[config.mk]
export PLATFORM = sky130hd
export DESIGN_NAME = imm_gen_stage
export DESIGN_NICKNAME = d
export VERILOG_FILES = /design/src/rtl/imm_gen_stage.sv
export SDC_FILE = /design/constraint.sdc
export NUM_CORES = 1
export LEC_CHECK = 0
export ABC_AREA = 1
export CORE_ASPECT_RATIO = 1.1
export CORE_MARGIN = 4
export CORE_UTILIZATION = 35
export CTS_CLUSTER_DIAMETER = 80
export DETAILED_ROUTE_END_ITERATION = 8
export SLEW_MARGIN = 20
export SYNTH_ARGS = -nofsm -noshare
export SYNTH_HDL_FRONTEND = slang
export SYNTH_SLANG_ARGS = --single-unit
[constraint.sdc]
create_clock -name clk -period 2.35 [get_ports clk]
set_clock_uncertainty 0.15 [all_clocks]
set_input_delay 0.5875 -clock clk [delete_from_list [all_inputs] [get_ports clk]]
set_output_delay 0.5875 -clock clk [all_outputs]
set_load 0.01 [all_outputs]
[src/rtl/imm_gen_stage.sv]
// +----------------------------------------------------------------------------+
// | imm_gen_stage: registered RV32/RV64 immediate generator, 2-entry skid buf. |
// | Revision: 1.0                                                              |
// +----------------------------------------------------------------------------+
`default_nettype none

module imm_gen_stage #(
    parameter int XLEN  = 32,
    parameter int TAG_W = 32
) (
    input  logic             clk,
    input  logic             reset,
    input  logic             flush,
    input  logic             in_valid,
    output logic             in_ready,
    input  logic [31:0]      in_instr,
    input  logic [TAG_W-1:0] in_tag,
    output logic             out_valid,
    input  logic             out_ready,
    output logic [XLEN-1:0]  out_imm,
    output logic [2:0]       out_fmt,
    output logic             out_illegal,
    output logic [TAG_W-1:0] out_tag
);

    localparam logic [1:0] c_ST_EMPTY = 2'd0;
    localparam logic [1:0] c_ST_ONE   = 2'd1;
    localparam logic [1:0] c_ST_TWO   = 2'd2;

    localparam logic [2:0] c_FMT_NONE  = 3'd0;
    localparam logic [2:0] c_FMT_I     = 3'd1;
    localparam logic [2:0] c_FMT_S     = 3'd2;
    localparam logic [2:0] c_FMT_B     = 3'd3;
    localparam logic [2:0] c_FMT_U     = 3'd4;
    localparam logic [2:0] c_FMT_J     = 3'd5;
    localparam logic [2:0] c_FMT_SHAMT = 3'd6;

    localparam logic [6:0] c_OP_IMM    = 7'b0010011;
    localparam logic [6:0] c_OP_IMM32  = 7'b0011011;
    localparam logic [6:0] c_OP_LOAD   = 7'b0000011;
    localparam logic [6:0] c_OP_JALR   = 7'b1100111;
    localparam logic [6:0] c_OP_STORE  = 7'b0100011;
    localparam logic [6:0] c_OP_BRANCH = 7'b1100011;
    localparam logic [6:0] c_OP_LUI    = 7'b0110111;
    localparam logic [6:0] c_OP_AUIPC  = 7'b0010111;
    localparam logic [6:0] c_OP_JAL    = 7'b1101111;

    if (XLEN != 32 && XLEN != 64) begin : g_bad_xlen
        $error("imm_gen_stage: XLEN must be 32 or 64");
    end

    logic [31:0]     w_imm32;
    logic [XLEN-1:0] w_imm;
    logic [2:0]      w_fmt;
    logic            w_illegal;
    logic            w_is_shift;
    logic [31:0]     w_imm_i;

    assign w_is_shift = (in_instr[14:12] == 3'b001) || (in_instr[14:12] == 3'b101);
    assign w_imm_i    = {{20{in_instr[31]}}, in_instr[31:20]};

    // All formats fit in 32 bits; widening to XLEN is a pure sign extension.
    always_comb begin
        w_imm32   = 32'd0;
        w_fmt     = c_FMT_NONE;
        w_illegal = 1'b0;
        case (in_instr[6:0])
            c_OP_IMM: begin
                if (w_is_shift) begin
                    w_fmt   = c_FMT_SHAMT;
                    w_imm32 = (XLEN == 64) ? {26'd0, in_instr[25:20]}
                                           : {27'd0, in_instr[24:20]};
                end else begin
                    w_fmt   = c_FMT_I;
                    w_imm32 = w_imm_i;
                end
            end
            c_OP_IMM32: begin
                if (XLEN != 64) begin
                    w_illegal = 1'b1;
                end else if (w_is_shift) begin
                    w_fmt   = c_FMT_SHAMT;
                    w_imm32 = {27'd0, in_instr[24:20]};
                end else begin
                    w_fmt   = c_FMT_I;
                    w_imm32 = w_imm_i;
                end
            end
            c_OP_LOAD, c_OP_JALR: begin
                w_fmt   = c_FMT_I;
                w_imm32 = w_imm_i;
            end
            c_OP_STORE: begin
                w_fmt   = c_FMT_S;
                w_imm32 = {{20{in_instr[31]}}, in_instr[31:25], in_instr[11:7]};
            end
            c_OP_BRANCH: begin
                w_fmt   = c_FMT_B;
                w_imm32 = {{19{in_instr[31]}}, in_instr[31], in_instr[7],
                           in_instr[30:25], in_instr[11:8], 1'b0};
            end
            c_OP_LUI, c_OP_AUIPC: begin
                w_fmt   = c_FMT_U;
                w_imm32 = {in_instr[31:12], 12'd0};
            end
            c_OP_JAL: begin
                w_fmt   = c_FMT_J;
                w_imm32 = {{11{in_instr[31]}}, in_instr[31], in_instr[19:12],
                           in_instr[20], in_instr[30:21], 1'b0};
            end
            default: begin
                w_illegal = 1'b1;
            end
        endcase
    end

    if (XLEN == 64) begin : g_xlen64
        assign w_imm = {{32{w_imm32[31]}}, w_imm32};
    end else begin : g_xlen32
        assign w_imm = w_imm32;
    end

    logic [1:0]       state_q,       state_d;
    logic [XLEN-1:0]  main_imm_q,    main_imm_d;
    logic [2:0]       main_fmt_q,    main_fmt_d;
    logic             main_ill_q,    main_ill_d;
    logic [TAG_W-1:0] main_tag_q,    main_tag_d;
    logic [XLEN-1:0]  skid_imm_q,    skid_imm_d;
    logic [2:0]       skid_fmt_q,    skid_fmt_d;
    logic             skid_ill_q,    skid_ill_d;
    logic [TAG_W-1:0] skid_tag_q,    skid_tag_d;

    logic w_accept;
    logic w_pop;

    assign in_ready    = !reset && (state_q != c_ST_TWO);
    assign out_valid   = (state_q != c_ST_EMPTY);
    assign w_accept    = in_valid && in_ready;
    assign w_pop       = out_valid && out_ready;
    assign out_imm     = main_imm_q;
    assign out_fmt     = main_fmt_q;
    assign out_illegal = main_ill_q;
    assign out_tag     = main_tag_q;

    always_comb begin
        state_d    = state_q;
        main_imm_d = main_imm_q;
        main_fmt_d = main_fmt_q;
        main_ill_d = main_ill_q;
        main_tag_d = main_tag_q;
        skid_imm_d = skid_imm_q;
        skid_fmt_d = skid_fmt_q;
        skid_ill_d = skid_ill_q;
        skid_tag_d = skid_tag_q;
        if (flush) begin
            state_d = c_ST_EMPTY;
        end else begin
            case (state_q)
                c_ST_EMPTY: begin
                    if (w_accept) begin
                        state_d    = c_ST_ONE;
                        main_imm_d = w_imm;
                        main_fmt_d = w_fmt;
                        main_ill_d = w_illegal;
                        main_tag_d = in_tag;
                    end
                end
                c_ST_ONE: begin
                    if (w_accept && w_pop) begin
                        main_imm_d = w_imm;
                        main_fmt_d = w_fmt;
                        main_ill_d = w_illegal;
                        main_tag_d = in_tag;
                    end else if (w_accept) begin
                        state_d    = c_ST_TWO;
                        skid_imm_d = w_imm;
                        skid_fmt_d = w_fmt;
                        skid_ill_d = w_illegal;
                        skid_tag_d = in_tag;
                    end else if (w_pop) begin
                        state_d = c_ST_EMPTY;
                    end
                end
                c_ST_TWO: begin
                    if (w_pop) begin
                        state_d    = c_ST_ONE;
                        main_imm_d = skid_imm_q;
                        main_fmt_d = skid_fmt_q;
                        main_ill_d = skid_ill_q;
                        main_tag_d = skid_tag_q;
                    end
                end
                default: begin
                    state_d = c_ST_EMPTY;
                end
            endcase
        end
    end

    always_ff @(posedge clk) begin
        if (reset) begin
            state_q    <= c_ST_EMPTY;
            main_imm_q <= '0;
            main_fmt_q <= '0;
            main_ill_q <= 1'b0;
            main_tag_q <= '0;
            skid_imm_q <= '0;
            skid_fmt_q <= '0;
            skid_ill_q <= 1'b0;
            skid_tag_q <= '0;
        end else begin
            state_q    <= state_d;
            main_imm_q <= main_imm_d;
            main_fmt_q <= main_fmt_d;
            main_ill_q <= main_ill_d;
            main_tag_q <= main_tag_d;
            skid_imm_q <= skid_imm_d;
            skid_fmt_q <= skid_fmt_d;
            skid_ill_q <= skid_ill_d;
            skid_tag_q <= skid_tag_d;
        end
    end

endmodule

`default_nettype wire

==> results.json <==
{
  "drive_gt1_share_pct": 8.89,
  "drtIter0Drc": 339,
  "cts_buffer_depth": 2,
  "grt_pass1_vias": 6059,
  "synth_edf_count": 0,
  "power.density_nw_per_um2": 674,
  "start_util_pct": 35.9,
  "end_kind": "primary output",
  "synth_top_family_by_area": "simple AND/OR/NAND/NOR gates",
  "design.final.nets": 1204,
  "syn-instance-count": 1008,
  "arrival_ns": 1.52,
  "drt-pass1-iter-count": 5,
  "worstSetupPathType": "in -> out",
  "die_h_um": 153,
  "grt_pass1_wl_um": 31400,
  "syn_to_final_growth_pct": 35.5,
  "avgSynthCellArea_um2": 6.64,
  "ir_worst_vdd_mv": 0.460,
  "io_pins": 139,
  "period_needed_ns": 2.25,
  "timing.fmax_mhz": 444,
  "cellLeakagePower_nw": 4.04,
  "grt_max_degree": 110,
  "viasPerCell": 4.77,
  "relSlewSlack_pct": 56.2,
  "min_path_type": "reg -> reg",
  "maxCapViolCount": 0,
  "synth_xor_area_share_pct": 0,
  "synthAdderAreaFrac_pct": 0,
  "cts_tree": "done",
  "fp.coreArea_um2": 18600,
  "tns_ns": 0,
  "outcome": "finished clean",
  "synthFlopType": "dfxtp_1",
  "rsz0062_at_grt": "no",
  "portBuffers": 138,
  "dieArea_um2": 21400,
  "n_antenna_cell": 0,
  "yosys_warnings": 0,
  "grt_use_total_pct": 17.8,
  "fillers": 1981,
  "antenna_found_initial": 0,
  "tightest_slew_ns": 0.657,
  "h-tree-depth": 4,
  "netlist_area_um2": 6690,
  "ff2ff_path_depth": 12,
  "cts.sinks": 138,
  "drcViolationCount": 0,
  "synth_nets": 1077,
  "cp.required_ns": 1.61,
  "synth_seq_cells": 138,
  "hold-path-cell-count": 2,
  "synth_mux_area_share_pct": 0,
  "hold_violations": 0,
  "numCtsBuffers": 17,
  "ys_types": 27,
  "final_common_cell": "nor2_1",
  "multi_input_area_um2": 3250,
  "clock-root-buffer": "clkbuf_16",
  "fin_cells": 1391,
  "hpwl_um": 12400,
  "setup-violations-final": 0,
  "grt_overflow": 0,
  "mostFrequentLayoutCells": "nor2_1 (207), nand2_1 (173), clkdlybuf4s50_1 (137), dfxtp_1 (137), o21ai_0 (129)",
  "clk_latency_ns": 0.41,
  "cp-start-kind": "primary input",
  "period_share_pct": 95.9,
  "critPathMaxFanout": 2,
  "rows": 52,
  "drt-total-wl_um": 19000,
  "clk_pin_slew_ns": 0.06,
  "ys_async_sr_fraction_pct": 0,
  "ant_nets": 0,
  "die_w_um": 140,
  "num_vias": 6641,
  "synth.yosys.seq_area_share_pct": 41.3,
  "hold_buffers": 0,
  "place_inst": 1359,
  "gp_congestion": 0.859,
  "cts_setup_buffers": 0,
  "synth_compound_area_share_pct": 19.2,
  "slew_viol_final": 0,
  "avgRoutedWirePerCell_um": 13.7,
  "synthSimpleGateAreaFrac_pct": 29.1,
  "register_area_um2": 2760
}
[logic make-up (layout without fill, tap and decap cells)]
group,Yosys count,in the layout
simple gates,471,471
compound gates,251,251
buf+inv,148,288
flops,138,138
[through the flow]
| step | area [um2] | worst slack (ns) | hold slack (ns) | util [%] | power, W |
|---|---|---|---|---|---|
| floorplan | 6690 | 0.355 | 0.275 | - | 0.00279 |
| global placement | 8390 | -0.299 | 0.283 | 45.1 | 0.00315 |
| detailed placement | 8390 | -0.272 | 0.291 | 45.1 | 0.00315 |
| CTS | 9060 | 0.0376 | 0.299 | 48.7 | 0.00619 |
| global route | 9060 | 0.0455 | 0.324 | 48.7 | 0.00636 |
| finish | 9060 | 0.0970 | 0.297 | 48.7 | 0.00611 |
[state kept, by name, indices dropped and copies added, names as in the netlist]
name         count
skid_imm_q      32
skid_fmt_q       3
state_q          2
out_illegal      1
out_fmt          3
out_tag         32
skid_tag_q      32
out_imm         32
skid_ill_q       1
[critical path: stages]
cell and delay [ns]:
clkdlybuf4s50_1 0.43, nor2_2 0.19, dlygate4sd2_1 0.30
[Yosys cell counts (2+ instances only)]
master / n / area share [%]
o21ai_1: 21 / 1.6
nand2_2: 9 / 0.84
nand3_2: 2 / 0.30
nor2_1: 208 / 12
nor3_1: 6 / 0.45
a21oi_1: 90 / 6.7
nand2_1: 173 / 9.7
nor2_2: 2 / 0.19
dfxtp_1: 138 / 41
nor2_4: 4 / 0.67
nand4_1: 6 / 0.56
buf_1: 2 / 0.11
o21ai_0: 129 / 9.7
buf_4: 7 / 0.79
clkbuf_1: 22 / 1.2
inv_1: 70 / 3.9
nand3_1: 58 / 4.3
buf_2: 30 / 2.2
inv_2: 7 / 0.39
buf_6: 9 / 1.5
nand3b_1: 2 / 0.22
o21bai_1: 8 / 0.90
[where the power goes]
group          internal (W)  switching [W]  leakage, nW
Combinational      0.000327       0.000321         2.60
Clock               0.00195        0.00106        0.317
Sequential          0.00241      0.0000357         1.12
[final cells by class]
type	instances	share of cell area (%)
well taps	243	3.36
clock inverters	13	2.35
repair buffers	179	19.8
inverters	77	3.19
flip-flops and latches	138	30.5
clock buffers	19	5.00
multi-input cells	722	35.8
[final timing paths]
kind / start / end / slack, ns
worst max-delay path: reset / in_ready / 0.1
worst min-delay path: skid_tag_q[26]$_SDFFE_PP0P_ / skid_tag_q[26]$_SDFFE_PP0P_ / 0.30
worst min register to register: skid_tag_q[26]$_SDFFE_PP0P_ / skid_tag_q[26]$_SDFFE_PP0P_ / 0.30
worst max register to register: state_q[0]$_SDFFE_PP0P_ / skid_imm_q[27]$_SDFFE_PP0P_ / 0.31
[metal layers]
metal  part of all wire [%]  up-vias  track usage (%)
met3                    3.9       14             3.94
met1                     48     2976             23.7
met2                     47      151             29.3
li1                       -     3500                -
met4                    1.1        0             4.57
met5                      0        -                0
[timing repair]
| action | CTS | global route |
|---|---|---|
| gates cloned | 0 | 0 |
| pin swaps | 0 | 0 |
| setup endpoints to repair | 1 | 9 |
| gates resized for setup | 2 | 2 |
No activity file was read; power rests on OpenSTA's default activity.
